===== src/rtl/lcd_rx_pkg.sv =====
// Shared constants and decode helpers for the HD44780 4-bit bus receiver.
// Holds the command prefix table, DDRAM line layout and shadow-buffer geometry.
package lcd_rx_pkg;

   localparam int LINE_LEN  = 16;
   localparam int LINES     = 2;
   localparam int BUF_DEPTH = LINE_LEN * LINES;

   localparam logic [6:0] LINE1_BASE = 7'h00;
   localparam logic [6:0] LINE2_BASE = 7'h40;
   localparam logic [7:0] BLANK_CHAR = 8'h20;

   // Each command is identified by its leading one; the mask covers that bit and everything above it.
   localparam logic [7:0] CMD_DDRAM_MASK   = 8'h80, CMD_DDRAM_VAL   = 8'h80;
   localparam logic [7:0] CMD_CGRAM_MASK   = 8'hC0, CMD_CGRAM_VAL   = 8'h40;
   localparam logic [7:0] CMD_FUNC_MASK    = 8'hE0, CMD_FUNC_VAL    = 8'h20;
   localparam logic [7:0] CMD_SHIFT_MASK   = 8'hF0, CMD_SHIFT_VAL   = 8'h10;
   localparam logic [7:0] CMD_DISPLAY_MASK = 8'hF8, CMD_DISPLAY_VAL = 8'h08;
   localparam logic [7:0] CMD_ENTRY_MASK   = 8'hFC, CMD_ENTRY_VAL   = 8'h04;
   localparam logic [7:0] CMD_HOME_MASK    = 8'hFE, CMD_HOME_VAL    = 8'h02;
   localparam logic [7:0] CMD_CLEAR_MASK   = 8'hFF, CMD_CLEAR_VAL   = 8'h01;

   typedef enum logic [3:0] {
      CMD_NOP,
      CMD_CLEAR,
      CMD_HOME,
      CMD_ENTRY,
      CMD_DISPLAY,
      CMD_SHIFT,
      CMD_FUNC,
      CMD_CGRAM,
      CMD_DDRAM
   } cmd_e;

   typedef enum logic {
      PH_HIGH,
      PH_LOW
   } phase_e;

   typedef struct packed {
      logic       hit;
      logic [4:0] idx;
   } buf_loc_t;

   function automatic cmd_e decode_cmd(input logic [7:0] b);
      cmd_e c;
      if ((b & CMD_DDRAM_MASK) == CMD_DDRAM_VAL)            c = CMD_DDRAM;
      else if ((b & CMD_CGRAM_MASK) == CMD_CGRAM_VAL)       c = CMD_CGRAM;
      else if ((b & CMD_FUNC_MASK) == CMD_FUNC_VAL)         c = CMD_FUNC;
      else if ((b & CMD_SHIFT_MASK) == CMD_SHIFT_VAL)       c = CMD_SHIFT;
      else if ((b & CMD_DISPLAY_MASK) == CMD_DISPLAY_VAL)   c = CMD_DISPLAY;
      else if ((b & CMD_ENTRY_MASK) == CMD_ENTRY_VAL)       c = CMD_ENTRY;
      else if ((b & CMD_HOME_MASK) == CMD_HOME_VAL)         c = CMD_HOME;
      else if ((b & CMD_CLEAR_MASK) == CMD_CLEAR_VAL)       c = CMD_CLEAR;
      else                                                  c = CMD_NOP;
      return c;
   endfunction

   // Only the first 16 columns of each DDRAM line are mirrored in the shadow buffer.
   function automatic buf_loc_t map_addr(input logic [6:0] a);
      buf_loc_t loc;
      loc.hit = 1'b0;
      loc.idx = {1'b0, a[3:0]};
      if (a[6:4] == LINE1_BASE[6:4]) begin
         loc.hit = 1'b1;
      end else if (a[6:4] == LINE2_BASE[6:4]) begin
         loc.hit = 1'b1;
         loc.idx = {1'b1, a[3:0]};
      end
      return loc;
   endfunction

endpackage


===== src/rtl/lcd_rx_sync.sv =====
// Synchronizes the asynchronous LCD bus pins and emits a one-cycle strobe on each
// falling edge of E, together with RS, RW and DB sampled from the same stage.
module lcd_rx_sync #(
   parameter int SYNC_STAGES = 2
) (
   input  logic       clk,
   input  logic       rst_n,
   input  logic       rs_i,
   input  logic       e_i,
   input  logic       rw_i,
   input  logic [3:0] db_i,
   output logic       strobe_o,
   output logic       rs_o,
   output logic       rw_o,
   output logic [3:0] db_o
);

   logic [6:0] stage_q [SYNC_STAGES];
   logic [6:0] last;
   logic       e_prev_q;
   logic       strobe_q;
   logic       rs_q;
   logic       rw_q;
   logic [3:0] db_q;

   always_ff @(posedge clk or negedge rst_n) begin
      if (!rst_n) begin
         for (int i = 0; i < SYNC_STAGES; i++) stage_q[i] <= '0;
      end else begin
         stage_q[0] <= {rs_i, e_i, rw_i, db_i};
         for (int i = 1; i < SYNC_STAGES; i++) stage_q[i] <= stage_q[i-1];
      end
   end

   assign last = stage_q[SYNC_STAGES-1];

   // Capture is registered so that the strobe lands one cycle after the edge is seen.
   always_ff @(posedge clk or negedge rst_n) begin
      if (!rst_n) begin
         e_prev_q <= 1'b0;
         strobe_q <= 1'b0;
         rs_q     <= 1'b0;
         rw_q     <= 1'b0;
         db_q     <= '0;
      end else begin
         e_prev_q <= last[5];
         strobe_q <= e_prev_q & ~last[5];
         rs_q     <= last[6];
         rw_q     <= last[4];
         db_q     <= last[3:0];
      end
   end

   assign strobe_o = strobe_q;
   assign rs_o     = rs_q;
   assign rw_o     = rw_q;
   assign db_o     = db_q;

endmodule


===== src/rtl/lcd_hd44780_rx.sv =====
// HD44780 4-bit bus receiver: assembles nibbles into bytes, models controller state
// (address counter, entry mode, bus width, busy) and keeps a 2x16 character shadow.
module lcd_hd44780_rx
   import lcd_rx_pkg::*;
#(
   parameter int SYNC_STAGES  = 2,
   parameter int BUSY_CYCLES  = 2000,
   parameter int CLEAR_CYCLES = 82000
) (
   input  logic       clk_qzt,
   input  logic       reset,
   input  logic [1:0] lcd_flags,
   input  logic [3:0] lcd_data,
   input  logic       lcd_rw,
   input  logic [4:0] rd_addr,
   output logic [7:0] rd_char,
   output logic [6:0] cur_addr,
   output logic       mode_4bit,
   output logic       entry_inc,
   output logic       display_on,
   output logic       busy,
   output logic       byte_valid,
   output logic       byte_rs,
   output logic [7:0] byte_val,
   output logic       err
);

   localparam int CNT_MAX = (CLEAR_CYCLES > BUSY_CYCLES) ? CLEAR_CYCLES : BUSY_CYCLES;
   localparam int CNT_W   = $clog2(CNT_MAX + 1);
   localparam logic [CNT_W-1:0] BUSY_LOAD  = CNT_W'(BUSY_CYCLES);
   localparam logic [CNT_W-1:0] CLEAR_LOAD = CNT_W'(CLEAR_CYCLES);

   logic       strobe;
   logic       s_rs;
   logic       s_rw;
   logic [3:0] s_db;

   lcd_rx_sync #(
      .SYNC_STAGES(SYNC_STAGES)
   ) u_sync (
      .clk      (clk_qzt),
      .rst_n    (reset),
      .rs_i     (lcd_flags[1]),
      .e_i      (lcd_flags[0]),
      .rw_i     (lcd_rw),
      .db_i     (lcd_data),
      .strobe_o (strobe),
      .rs_o     (s_rs),
      .rw_o     (s_rw),
      .db_o     (s_db)
   );

   phase_e           phase_q;
   logic [3:0]       hi_q;
   logic             hi_rs_q;
   logic [6:0]       cur_addr_q;
   logic             mode_4bit_q;
   logic             entry_inc_q;
   logic             display_on_q;
   logic [CNT_W-1:0] busy_cnt_q;
   logic             byte_valid_q;
   logic             byte_rs_q;
   logic [7:0]       byte_val_q;
   logic             err_q;

   logic             byte_ready_d;
   logic [7:0]       byte_d;
   logic             byte_rs_d;
   logic             nib_err_d;
   cmd_e             cmd_d;
   logic             is_cmd_d;
   buf_loc_t         loc_d;
   logic             wr_en_d;
   logic             clear_d;
   logic             long_busy_d;
   logic             busy_now;

   always_comb begin
      byte_ready_d = 1'b0;
      byte_d       = '0;
      byte_rs_d    = s_rs;
      nib_err_d    = 1'b0;
      if (strobe && !s_rw) begin
         if (!mode_4bit_q) begin
            byte_ready_d = 1'b1;
            byte_d       = {s_db, 4'h0};
         end else if (phase_q == PH_LOW) begin
            if (s_rs != hi_rs_q) begin
               nib_err_d = 1'b1;
            end else begin
               byte_ready_d = 1'b1;
               byte_d       = {hi_q, s_db};
            end
         end
      end
   end

   assign cmd_d       = decode_cmd(byte_d);
   assign is_cmd_d    = byte_ready_d && !byte_rs_d;
   assign loc_d       = map_addr(cur_addr_q);
   assign wr_en_d     = byte_ready_d && byte_rs_d && loc_d.hit;
   assign clear_d     = is_cmd_d && (cmd_d == CMD_CLEAR);
   assign long_busy_d = is_cmd_d && ((cmd_d == CMD_CLEAR) || (cmd_d == CMD_HOME));
   assign busy_now    = (busy_cnt_q != '0);

   always_ff @(posedge clk_qzt or negedge reset) begin
      if (!reset) begin
         phase_q      <= PH_HIGH;
         hi_q         <= '0;
         hi_rs_q      <= 1'b0;
         cur_addr_q   <= '0;
         mode_4bit_q  <= 1'b0;
         entry_inc_q  <= 1'b1;
         display_on_q <= 1'b0;
         busy_cnt_q   <= '0;
         byte_valid_q <= 1'b0;
         byte_rs_q    <= 1'b0;
         byte_val_q   <= '0;
         err_q        <= 1'b0;
      end else begin
         byte_valid_q <= byte_ready_d;
         err_q        <= nib_err_d |
                         (byte_ready_d & (busy_now | (is_cmd_d & (cmd_d == CMD_CGRAM))));
         if (byte_ready_d) begin
            byte_rs_q  <= byte_rs_d;
            byte_val_q <= byte_d;
            busy_cnt_q <= long_busy_d ? CLEAR_LOAD : BUSY_LOAD;
         end else if (busy_now) begin
            busy_cnt_q <= busy_cnt_q - 1'b1;
         end

         // A mismatched low nibble restarts the byte with itself as the new high half.
         if (strobe && !s_rw && mode_4bit_q) begin
            case (phase_q)
               PH_HIGH: begin
                  hi_q    <= s_db;
                  hi_rs_q <= s_rs;
                  phase_q <= PH_LOW;
               end
               PH_LOW: begin
                  if (nib_err_d) begin
                     hi_q    <= s_db;
                     hi_rs_q <= s_rs;
                  end else begin
                     phase_q <= PH_HIGH;
                  end
               end
               default: phase_q <= PH_HIGH;
            endcase
         end

         if (byte_ready_d) begin
            if (byte_rs_d) begin
               cur_addr_q <= entry_inc_q ? cur_addr_q + 7'd1 : cur_addr_q - 7'd1;
            end else begin
               case (cmd_d)
                  CMD_DDRAM:   cur_addr_q <= byte_d[6:0];
                  CMD_FUNC: begin
                     mode_4bit_q <= ~byte_d[4];
                     phase_q     <= PH_HIGH;
                  end
                  CMD_SHIFT:   cur_addr_q <= byte_d[2] ? cur_addr_q + 7'd1 : cur_addr_q - 7'd1;
                  CMD_DISPLAY: display_on_q <= byte_d[2];
                  CMD_ENTRY:   entry_inc_q <= byte_d[1];
                  CMD_HOME:    cur_addr_q <= '0;
                  CMD_CLEAR: begin
                     cur_addr_q  <= '0;
                     entry_inc_q <= 1'b1;
                  end
                  default: ;
               endcase
            end
         end
      end
   end

   // Valid bits live in flops so a clear can wipe the whole buffer in one cycle.
   logic valid_q [BUF_DEPTH];

   genvar gi;
   generate
      for (gi = 0; gi < BUF_DEPTH; gi++) begin : g_valid
         always_ff @(posedge clk_qzt or negedge reset) begin
            if (!reset) begin
               valid_q[gi] <= 1'b0;
            end else if (clear_d) begin
               valid_q[gi] <= 1'b0;
            end else if (wr_en_d && (loc_d.idx == 5'(gi))) begin
               valid_q[gi] <= 1'b1;
            end
         end
      end
   endgenerate

   logic [7:0] mem [BUF_DEPTH];
   logic [7:0] mem_rd_q;
   logic       valid_rd_q;

   always_ff @(posedge clk_qzt) begin
      if (wr_en_d) mem[loc_d.idx] <= byte_d;
      mem_rd_q <= mem[rd_addr];
   end

   always_ff @(posedge clk_qzt or negedge reset) begin
      if (!reset) valid_rd_q <= 1'b0;
      else        valid_rd_q <= valid_q[rd_addr];
   end

   assign rd_char    = valid_rd_q ? mem_rd_q : BLANK_CHAR;
   assign cur_addr   = cur_addr_q;
   assign mode_4bit  = mode_4bit_q;
   assign entry_inc  = entry_inc_q;
   assign display_on = display_on_q;
   assign busy       = busy_now;
   assign byte_valid = byte_valid_q;
   assign byte_rs    = byte_rs_q;
   assign byte_val   = byte_val_q;
   assign err        = err_q;

endmodule


===== config.mk =====
export PLATFORM = sky130hd
export DESIGN_NAME = lcd_hd44780_rx
export DESIGN_NICKNAME = d
export VERILOG_FILES = /design/src/rtl/lcd_rx_pkg.sv /design/src/rtl/lcd_rx_sync.sv /design/src/rtl/lcd_hd44780_rx.sv
export SDC_FILE = /design/constraint.sdc
export NUM_CORES = 1
export LEC_CHECK = 0
export ABC_AREA = 1
export CAP_MARGIN = 5
export CORE_AREA = 5 5 167 169
export CTS_BUF_LIST = sky130_fd_sc_hd__clkbuf_4 sky130_fd_sc_hd__clkbuf_8
export DETAILED_ROUTE_END_ITERATION = 10
export DIE_AREA = 0 0 172 174
export DONT_BUFFER_PORTS = 1
export PLACE_DENSITY = 0.76
export SYNTH_ARGS = -nofsm -noshare
export SYNTH_HDL_FRONTEND = slang
export SYNTH_SLANG_ARGS = --single-unit
export TNS_END_PERCENT = 100

===== constraint.sdc =====
create_clock -name clk_qzt -period 2.5 [get_ports clk_qzt]
set_input_delay 0.625 -clock clk_qzt [delete_from_list [all_inputs] [get_ports clk_qzt]]
set_output_delay 0.625 -clock clk_qzt [all_outputs]
set_load 0.005 [all_outputs]

# Word-level counts from Yosys, hierarchy flattened
# Memories as Yosys holds them, arrays and structs flattened. A register that Yosys moved wholly into a read port is not among the register bits.
# Index checks and enable logic that the tools add are counted.
# totals
reg_bits,99
ram_bits,256
in_bits,14
n_memories,1
# mem_list
memory,words,word_bits,read_ports,rd_ports_with_merged_regs,wr,line_no,text
mem,32,8,1,1,1,lcd_hd44780_rx.sv:195,logic [7:0] mem [BUF_DEPTH];
# classes
n_addsub,3
n_lt_le_gt_ge,1
eq_ne,49
muxes,111
bitwise,10
reduce_logical,86
# op_table
operator,n
$mux 1,84
$eq 5x5->1 const B,16
$reduce_bool 2->1,34
$mux 17,3
$eq 5x4->1 const B,8
$mux 8,5
$logic_and 1x1->1,39
$mux 7,3
$pmux 7 s3,1
$eq 5x3->1 const B,4
$mux 4,5
$reduce_bool 17->1,1
$sub 17x1->17 const B,1
$eq 4x3->1 const B,4
$eq 5x1->1 const B,2
$eq 5x2->1 const B,2
$reduce_and 3->1,3
$eq 4x1->1 const B,2
$eq 4x2->1 const B,2
$eq 8x1->1 const B,1
$pmux 4 s2,1
$add 7x1->7 const B,1
$eq 7x1->1 const B,1
$sub 7x1->7 const B,1
25 further kinds,36

# Longest topological paths before layout
# Gate-level depths: netlist (run 1).
# depth
word_depth,19
depth_mapped,14
ltp_nobuf,14

# Cells and area by module
# From an unflattened synthesis (run 1), not the netlist that was laid out.
# hier_totals
cells_unflattened,1372
area_unflattened_um2,15139.5
# by_module_without_submodules
module,n_inst,cells_per_inst,area_per_inst_um2
lcd_hd44780_rx,1,1348,14579.0
lcd_rx_sync,1,24,560.5

# Worst setup path after synthesis (run 1)
# OpenSTA, ideal clock, no wires.
# synth_timing
path_type,register -> register
startpoint,"register mode_4bit_q, in the netlist mode_4bit"
endpoint,"register cur_addr_q[1], in the netlist cur_addr[1]"
t_arrival_ns,2.558
path_slack_ns,-0.123
path_stages_with_launch,7
n_path_buf,0
path_cell_list,dfrtp_1 -> nand3_1 -> nor3_1 -> inv_1 -> o21ai_0 -> nand3_1 -> nand2_1
# synth_between
elab_chain_cells,15
# synth_rtl
item,line_no,text
start: declaration,lcd_hd44780_rx.sv:57,logic mode_4bit_q;
start signal: assignment,lcd_hd44780_rx.sv:159,mode_4bit_q <= ~byte_d[4];
$mux 8 (*),lcd_hd44780_rx.sv:84,if (!mode_4bit_q) begin
$mux 8 (*),lcd_hd44780_rx.sv:83,if (strobe && !s_rw) begin
via byte_d[1],lcd_hd44780_rx.sv:67,logic [7:0] byte_d;
$eq 8x1->1,lcd_rx_pkg.sv:54,else if ((b & CMD_CLEAR_MASK) == CMD_CLEAR_VAL) c = CMD_CLEAR;
$mux 1,lcd_rx_pkg.sv:54,
$mux 2,lcd_rx_pkg.sv:53,else if ((b & CMD_HOME_MASK) == CMD_HOME_VAL) c = CMD_HOME;
$mux 2,lcd_rx_pkg.sv:52,else if ((b & CMD_ENTRY_MASK) == CMD_ENTRY_VAL) c = CMD_ENTRY;
$mux 3,lcd_rx_pkg.sv:51,else if ((b & CMD_DISPLAY_MASK) == CMD_DISPLAY_VAL) c = CMD_DISPLAY;
$mux 4,lcd_rx_pkg.sv:50,else if ((b & CMD_SHIFT_MASK) == CMD_SHIFT_VAL) c = CMD_SHIFT;
$mux 4,lcd_rx_pkg.sv:49,else if ((b & CMD_FUNC_MASK) == CMD_FUNC_VAL) c = CMD_FUNC;
$mux 4,lcd_rx_pkg.sv:48,else if ((b & CMD_CGRAM_MASK) == CMD_CGRAM_VAL) c = CMD_CGRAM;
$mux 4,lcd_rx_pkg.sv:47,if ((b & CMD_DDRAM_MASK) == CMD_DDRAM_VAL) c = CMD_DDRAM;
$eq 4x1->1 / $eq 4x2->1 (equally long branches),lcd_hd44780_rx.sv:156,case (cmd_d)
$reduce_or 2->1 (no line),n/a,
$pmux 7 s3 / $reduce_bool 4->1 (equally long branches),n/a,
$mux 7 / $reduce_and 2->1 (equally long branches),n/a,
end signal: assignment,lcd_hd44780_rx.sv:154,cur_addr_q <= entry_inc_q ? cur_addr_q + 7'd1 : cur_addr_q - 7'd1;
end signal: assignment,lcd_hd44780_rx.sv:157,CMD_DDRAM: cur_addr_q <= byte_d[6:0];
end signal: assignment,lcd_hd44780_rx.sv:162,CMD_SHIFT: cur_addr_q <= byte_d[2] ? cur_addr_q + 7'd1 : cur_addr_q - 7'd1;
end: declaration,lcd_hd44780_rx.sv:56,logic [6:0] cur_addr_q;
# Mark *: on every way through the listed nets, which the timed path passes. The rest lies on a longest branch.
# A chain may end at the register's enable or synchronous reset.

# Worst setup path after layout (run 1)
# layout_timing
startpoint,register busy_cnt_q[4]
endpoint,output port busy
# layout_between
elab_chain_cells,1
# layout_rtl
item,line_no,text
start: declaration,lcd_hd44780_rx.sv:60,logic [CNT_W-1:0] busy_cnt_q;
start signal: assignment,lcd_hd44780_rx.sv:127,busy_cnt_q <= long_busy_d ? CLEAR_LOAD : BUSY_LOAD;
start signal: assignment,lcd_hd44780_rx.sv:129,busy_cnt_q <= busy_cnt_q - 1'b1;
$reduce_bool 17->1,lcd_hd44780_rx.sv:104,assign busy_now = (busy_cnt_q != '0);
end: declaration,lcd_hd44780_rx.sv:21,"output logic busy,"
# Every way passes these cells.

==> impl_results.md, run 1 <==
- Worst rel slew slack: 62.2%
- Max-Cap Viols: 0
- Gr usage total: 24.7%
- Routed len/inst: 20.4 µm
- Setup Viol. Count Final: 1
- Drt first pass iters: 7
- Leakage: 0.00698 µW
- RSZ-0062 raised after global routing: yes
- Largest net degree at the start of global routing: 146
- Dpl hpwl: 22,200 µm
- Peak supply drop: 648 µV
- RePlAce Congestion: 0.913
- Post-layout instance area: 17,000 µm²
- Post-layout minimum cycle time: 2.51 ns
- Syn Area/Cell: 11.1 µm²
- Ports: 44
- Synthesized area: 15,100 µm²
- Die Footprint: 29,900 µm²
- Register area share after synthesis: 68.4%
- Placed cell area: 15,800 µm²
- Final WL: 36,800 µm
- CP required: 1.88 ns
- Synthesis-to-finish area growth: 12.3%
- Die Width: 172 µm
- Period utilisation layout: 100%
- Final count of hold timing violations: 99
- Antenna violation net count after detailed routing: 0
- Clock buffer depth: 3
- Worst-Margin Slew: 0.567 ns
- Worst-skew pair later-pin latency: 0.59 ns
- Post-synth EDFFs: 256
- Chip height: 174 µm
- Synth cell types: 42
- Reg area: 10,300 µm²
- CP max FO: 2
- Flops & latches, synth: 363
- Cells after DPL: 1,695
- # fillers: 1,991
- WHS: -0.256 ns
- Min-delay worst type: primary input to async pin
- Setup Crit Path Kind: flip-flop to output pin
- Slew Viols, Final: 0
- Post-synth top area cell: edfxtp_1
- Count of standard-cell rows: 60
- Post-route DRC violation count: 0
- Share of cells above drive strength 1: 12.6%
- Vias per cell: 5.94
- H-tree depth: 2
- Ys flop type: edfxtp_1
- Clk slew on worst S/H paths: 0.06 ns
- Arr. time, crit path: 1.88 ns
- Non-Filler Instances: 1,804
- Initial antenna violation count: 0
- Initial drt markers: 1,203
- Setup ws final: -0.00849 ns
- Crit path capture type: output pin
- Post-synthesis async set-or-reset flop share: 27.3%
- Vias in the first global route: 10,600
- Vias: 10,700
- CTS tree: yes
- Max Freq: 399 MHz
- Footprint of the multi-input gates: 4130 µm²
- Clock sink count: 363
- Diode count: 0
- CP Launch Type: flip-flop
- Pwr/cell area: 776 nW/µm²
- Syn nets: 1,382
- Starting Density: 57.2%
- Overflow after GRT: 0
- First-pass GRT wire length: 57,600 µm
- Layout Skew: 0.0257 ns
- I/O Buffers: 0
- # nets final: 1,438
- Status: complete, but fails checks
- Yosys warns: 0
- Failing checks: negative hold slack, negative setup slack
- Post-synth top area share: 50.9%
- Area contributors post-synth: edfxtp_1, dfrtp_1, o21ai_0, nor2_1, nand2_1
- Clock root buffer: clkbuf_8
- Total power: 13,200 µW
- Synth Instances: 1,362
- CORE AREA: 26,400 µm²
- CTS buffer count: 55
-- state kept, by name, summed over array words and instances, names as in the netlist, 4 cells and up --
signal,count
valid_q,32
u_sync.last,7
hi_q,4
cur_addr,7
u_sync.db_o,4
u_sync.stage_q,7
mem_rd_q,8
busy_cnt_q,17
byte_val,8
mem,256
-- metal layers --
| layer | share of wire [%] | wire length [µm] | up-vias | track usage (%) |
|---|---|---|---|---|
| li1 | - | - | 4924 | - |
| met1 | 41 | 14900 | 5209 | 33.9 |
| met2 | 49 | 18000 | 499 | 40.1 |
| met3 | 8.0 | 2940 | 76 | 5.16 |
| met4 | 2.7 | 982 | 0 | 7.27 |
| met5 | 0 | 0 | - | 0 |
-- cells in the final DEF, fill, tap and decap left out, types with 2 or more instances in the layout --
master and count:
clkinv_1 21, edfxtp_1 256, o21ai_1 5, dfxtp_1 8, xnor2_1 4, ha_1 5
nand3_1 53, buf_4 62, o22ai_1 20, clkinv_2 5, nand2_1 136, nor2_2 8
o211ai_1 2, a21oi_1 32, clkbuf_4 17, buf_12 4, nor2_1 236, nand2_2 4
o221ai_1 51, nor3_4 2, a32oi_1 7, o21ai_0 194, nand4_1 11, clkbuf_8 60
inv_2 8, a31oi_1 10, inv_1 99, dfrtp_1 98, nand3_2 2, bufinv_16 2
xor2_1 11, nor3_1 15
-- stage by stage --
stage	TNS (ns)	util [%]	setup slack (ns)
floorplan	0	-	0.133
global placement	0	59.7	0.396
detailed placement	0	59.7	0.303
CTS	-0.101	64.1	-0.101
global route	-0.180	64.2	-0.180
finish	-0.00849	64.2	-0.00849
-- cell usage after synthesis (4+ instances only) --
library cell,count
inv_2,7
a31oi_1,10
nor3_1,16
xor2_1,11
nor2_2,6
nor2_1,238
dfxtp_1,8
dfrtp_1,98
inv_1,101
xnor2_1,4
a21oi_1,32
o22ai_1,20
ha_1,6
clkbuf_1,64
o21ai_0,194
clkinv_1,4
nand4_1,11
nand2_2,4
o21ai_1,5
nand3_1,53
o221ai_1,51
a32oi_1,7
nand2_1,136
edfxtp_1,256
-- cells by family after synthesis --
kind of cell             count (synthesis)  share of synthesized area [%]
AND/OR/NAND/NOR                        472                           13.1
flip-flops                             363                           68.4
adder cells (fa/ha/maj)                  6                          0.497
buffers and inverters                  179                           4.48
XOR/XNOR                                15                          0.870
AO/OA/AOI/OAI                          327                           12.7
-- power by group --
group | switching, µW | internal [µW]
Clock | 2180 | 2680
Sequential | 245 | 6660
Combinational | 893 | 513
Total | 3320 | 9850
-- final timing paths --
| path | startpoint | to | slack, ns | depth (start not counted) |
|---|---|---|---|---|
| hold reg to reg | u_sync.last[1] | u_sync.db_o[1] | 0.34 | 0 |
| setup / recovery | busy_cnt_q[4] | busy | -0.008 | 9 |
| hold / removal | reset | busy_cnt_q[5] | -0.26 | 0 |
| min in group clk_qzt | lcd_rw | u_sync.stage_q[11] | 0.07 | 0 |
| max in group asynchronous | reset | entry_inc | 2.56 | 0 |
| setup reg to reg | mode_4bit | cur_addr[5] | 0.29 | 11 |
-- final cells by class --
cell class	count	area share, %
Clock buffer	77	5.62
Clock inverter	25	0.996
Inverter	112	2.49
Multi-Input combinational cell	820	24.3
Sequential cell	363	60.9
Tap cell	341	2.51
Timing Repair Buffer	66	3.22
-- worst max-delay path: stages, from the launching register on --
cell and delay, ns:
dfrtp_1 0.39, or2_4 0.26, nor2_2 0.07, nand2_1 0.07, nor2_1 0.09, nand3_1 0.10, nor2_1 0.10, nand2_1 0.05
inv_1 0.06, nand4_1 0.13
-- timing repair --
| item | in CTS | in global routing |
|---|---|---|
| resized for setup | 1 | 4 |
| pin swaps | 3 | 4 |
| buffers inserted | 4 | 3 |
| setup endpoints to repair | 1 | 1 |
| endpoints found under the hold margin | 99 | 99 |
Note: power is estimated with default switching activity, not from simulation.
==> run 2, diff against run 1 <==
--- a/config.mk
+++ b/config.mk
@@ -7,12 +7,14 @@
 export LEC_CHECK = 0
 export ABC_AREA = 1
 export CAP_MARGIN = 5
-export CORE_AREA = 5 5 167 169
+export CORE_AREA = 5 5 156 158
 export CTS_BUF_LIST = sky130_fd_sc_hd__clkbuf_4 sky130_fd_sc_hd__clkbuf_8
 export DETAILED_ROUTE_END_ITERATION = 10
-export DIE_AREA = 0 0 172 174
+export DIE_AREA = 0 0 161 163
 export DONT_BUFFER_PORTS = 1
-export PLACE_DENSITY = 0.76
+export PLACE_DENSITY = 0.83
+export SKIP_CTS_REPAIR_TIMING = 1
+export SKIP_LAST_GASP = 1
 export SYNTH_ARGS = -nofsm -noshare
 export SYNTH_HDL_FRONTEND = slang
 export SYNTH_SLANG_ARGS = --single-unit
==> constraint.sdc (replaced) <==
create_clock -name clk_qzt -period 3.21 [get_ports clk_qzt]
set_input_delay 0.8025 -clock clk_qzt [delete_from_list [all_inputs] [get_ports clk_qzt]]
set_output_delay 0.8025 -clock clk_qzt [all_outputs]
set_load 0.005 [all_outputs]
==> impl_results.md, run 2 (synthesis results as in run 1) <==
- RePlAce Congestion: 0.917 (+0.48%)
- Post-layout instance area: 16,800 µm² (-1.0%)
- Final WL: 36,300 µm (-1.3%)
- # fillers: 1,520 (-24%)
- Status: finished clean
- Crit path capture type: output pin
- Ports: 44 (unchanged)
- Period utilisation layout: 88.9%
- Placed cell area: 15,600 µm² (-1.1%)
- Footprint of the multi-input gates: 4110 µm² (-0.33%)
- Pwr/cell area: 612 nW/µm² (-21%)
- Die Footprint: 26,200 µm² (-12%)
- Count of standard-cell rows: 56 (-6.7%)
- TNS Setup: 0 ns (+0.00849 ns)
- Most frequent cells in the layout: edfxtp_1, nor2_1, o21ai_0
- Slew Viols, Final: 0 (unchanged)
- Clk pwr share: 37.5% (+0.6 points)
- Layout Skew: 0.0150 ns (-0.0107 ns)
- Synthesis-to-finish area growth: 11.2%
- Routed len/inst: 20.9 µm (+2.5%)
- Final count of hold timing violations: 0 (-100%)
- R2R Path Start: u_sync.rs_o
- CP required: 2.41 ns (+0.53 ns)
- Largest register FFs: 256 (unchanged)
- Worst setup path start: busy_cnt_q[5]
- Reg area: 10,300 µm² (unchanged)
- Starting Density: 65.7% (+8.6 points)
- Worst-skew pair later-pin latency: 0.59 ns (about the same)
- CTS buffer count: 54 (-1.8%)
- Vias: 10,800 (+0.51%)
- Initial drt markers: 1,151 (-4.3%)
- Max Freq: 351 MHz
- Arr. time, crit path: 2.05 ns (+0.17 ns)
- Peak supply drop: 492 µV (-24%)
- CP max FO: 4 (+2)
- Vias per cell: 6.20 (+4.4%)
- Initial antenna violation count: 0 (unchanged)
- Crit-path max cell delay: 0.40 ns (about the same)
- Post-route DRC violation count: 0 (unchanged)
- Flop pwr share: 52.5% (about the same)
- Register name with the most flops: mem
- Clock root buffer: clkbuf_8
- Worst rel slew slack: 48.4% (-14 points)
- Die Width: 161 µm (-6.4%)
- Combinational share of power: 10.1% (-0.6 points)
- Min-delay worst type: primary input to async pin
- Worst-Margin Slew: 0.773 ns (+0.206 ns)
- Diode count: 0 (unchanged)
- Largest net degree at the start of global routing: 146 (unchanged)
- Chip height: 163 µm (-6.3%)
- # nets final: 1,421 (-1.2%)
- Psw: 2640 µW (-21%)
- CTS tree: yes
- Overflow after GRT: 0 (unchanged)
- Max-Cap Viols: 0 (unchanged)
- RSZ-0062 raised after global routing: no
- First-pass GRT wire length: 57,300 µm (-0.48%)
- Commonest non-fill, non-tap cell in the layout: edfxtp_1
- Setup Viol. Count Final: 0 (-1)
- Cells along the critical path: or2_2, nor2_1, nand2_1, nor2_1, nand3_1, nor2_1, nand2_1, inv_1, nand4_1
- Clock buffer depth: 3 (unchanged)
- Most used cell, CP: nor2_1
- Leakage: 0.00693 µW (-0.73%)
- Setup Crit Path Kind: flip-flop to output pin
- Clock sink count: 363 (unchanged)
- H-tree depth: 2 (unchanged)
- Dpl hpwl: 22,000 µm (-0.97%)
- CP Launch Type: flip-flop
- Sw frac: 25.6% (+0.44 points)
- Clk slew on worst S/H paths: 0.06 ns (about the same)
- Share of cells above drive strength 1: 12.1% (-0.48 points)
- CORE AREA: 23,000 µm² (-13%)
- Critical Path Slowest Stage Cell: dfrtp_1
- Cell internal pwr: 7650 µW (-22%)
- Gr usage total: 27.9% (+3.2 points)
- Top flop regs: mem (256), valid_q (32), busy_cnt_q (17)
- I/O Buffers: 0 (unchanged)
- Vias in the first global route: 10,700 (+1.1%)
- Antenna violation net count after detailed routing: 0 (unchanged)
- Drt first pass iters: 7 (unchanged)
- Post-layout minimum cycle time: 2.85 ns
run 2: cell count changes in the layout (fill, tap and decap cells not counted), moves of 3 or more:
cell / before / now
clkinv_1: 21 / 10
clkinv_2: 5 / 14
clkbuf_8: 60 / 65
clkbuf_4: 17 / 14
buf_4: 62 / 47
run 2: power by group through the flow:
stage               clock [µW]  combinational [µW]  sequential [µW]
floorplan                    0                 825             5400
global placement             0                 958             5480
detailed placement           0                 987             5480
CTS                       3890                 998             5390
global route              4140                1170             5420
finish                    3850                1040             5400
run 2: critical path, delay by kind of cell, from the launching register on:
family / cells / cell delay (ns)
DFF: 1 / 0.40
and+or+nand+nor: 8 / 0.99
buffers and inverters: 1 / 0.07
run 2: path summary, 6_finish.rpt:
| kind | end | slack (ns) | depth (start not counted) |
|---|---|---|---|
| setup / recovery | busy | 0.36 | 9 |
| hold / removal | entry_inc | 0.06 | 0 |
| setup reg to reg | mem[25][0] | 0.67 | 8 |
| hold reg to reg | u_sync.last[6] | 0.35 | 0 |
| max in group asynchronous | busy_cnt_q[3] | 2.66 | 1 |
| min in group clk_qzt | u_sync.stage_q[12] | 0.24 | 0 |
run 2: area by class of cell:
class	count	share of cell area [%]
inverter	112	2.51
tap	290	2.16
multi-input combinational	820	24.5
timing repair buffer	50	2.50
clock inverter	23	0.902
clock buffer	79	5.95
sequential	363	61.5
run 2: layer usage:
metal	GRT usage, %	wire, µm
met1	37.6	14000
met2	46.5	17700
met3	5.59	3630
met4	8.96	952
met5	0	0
run 2: stage by stage:
stage               utilization, %  instances  setup WS, ns  hold WS (ns)  total power [µW]
global route                  73.1       1737         0.208        0.0182             10700
global placement              67.9       1634         0.825         0.331              6430
floorplan                        -       1362         0.587         0.331              6220
detailed placement            67.9       1634         0.686         0.336              6470
finish                        73.1       1737         0.358        0.0556             10300
CTS                           73.0       1736         0.339        -0.108             10300
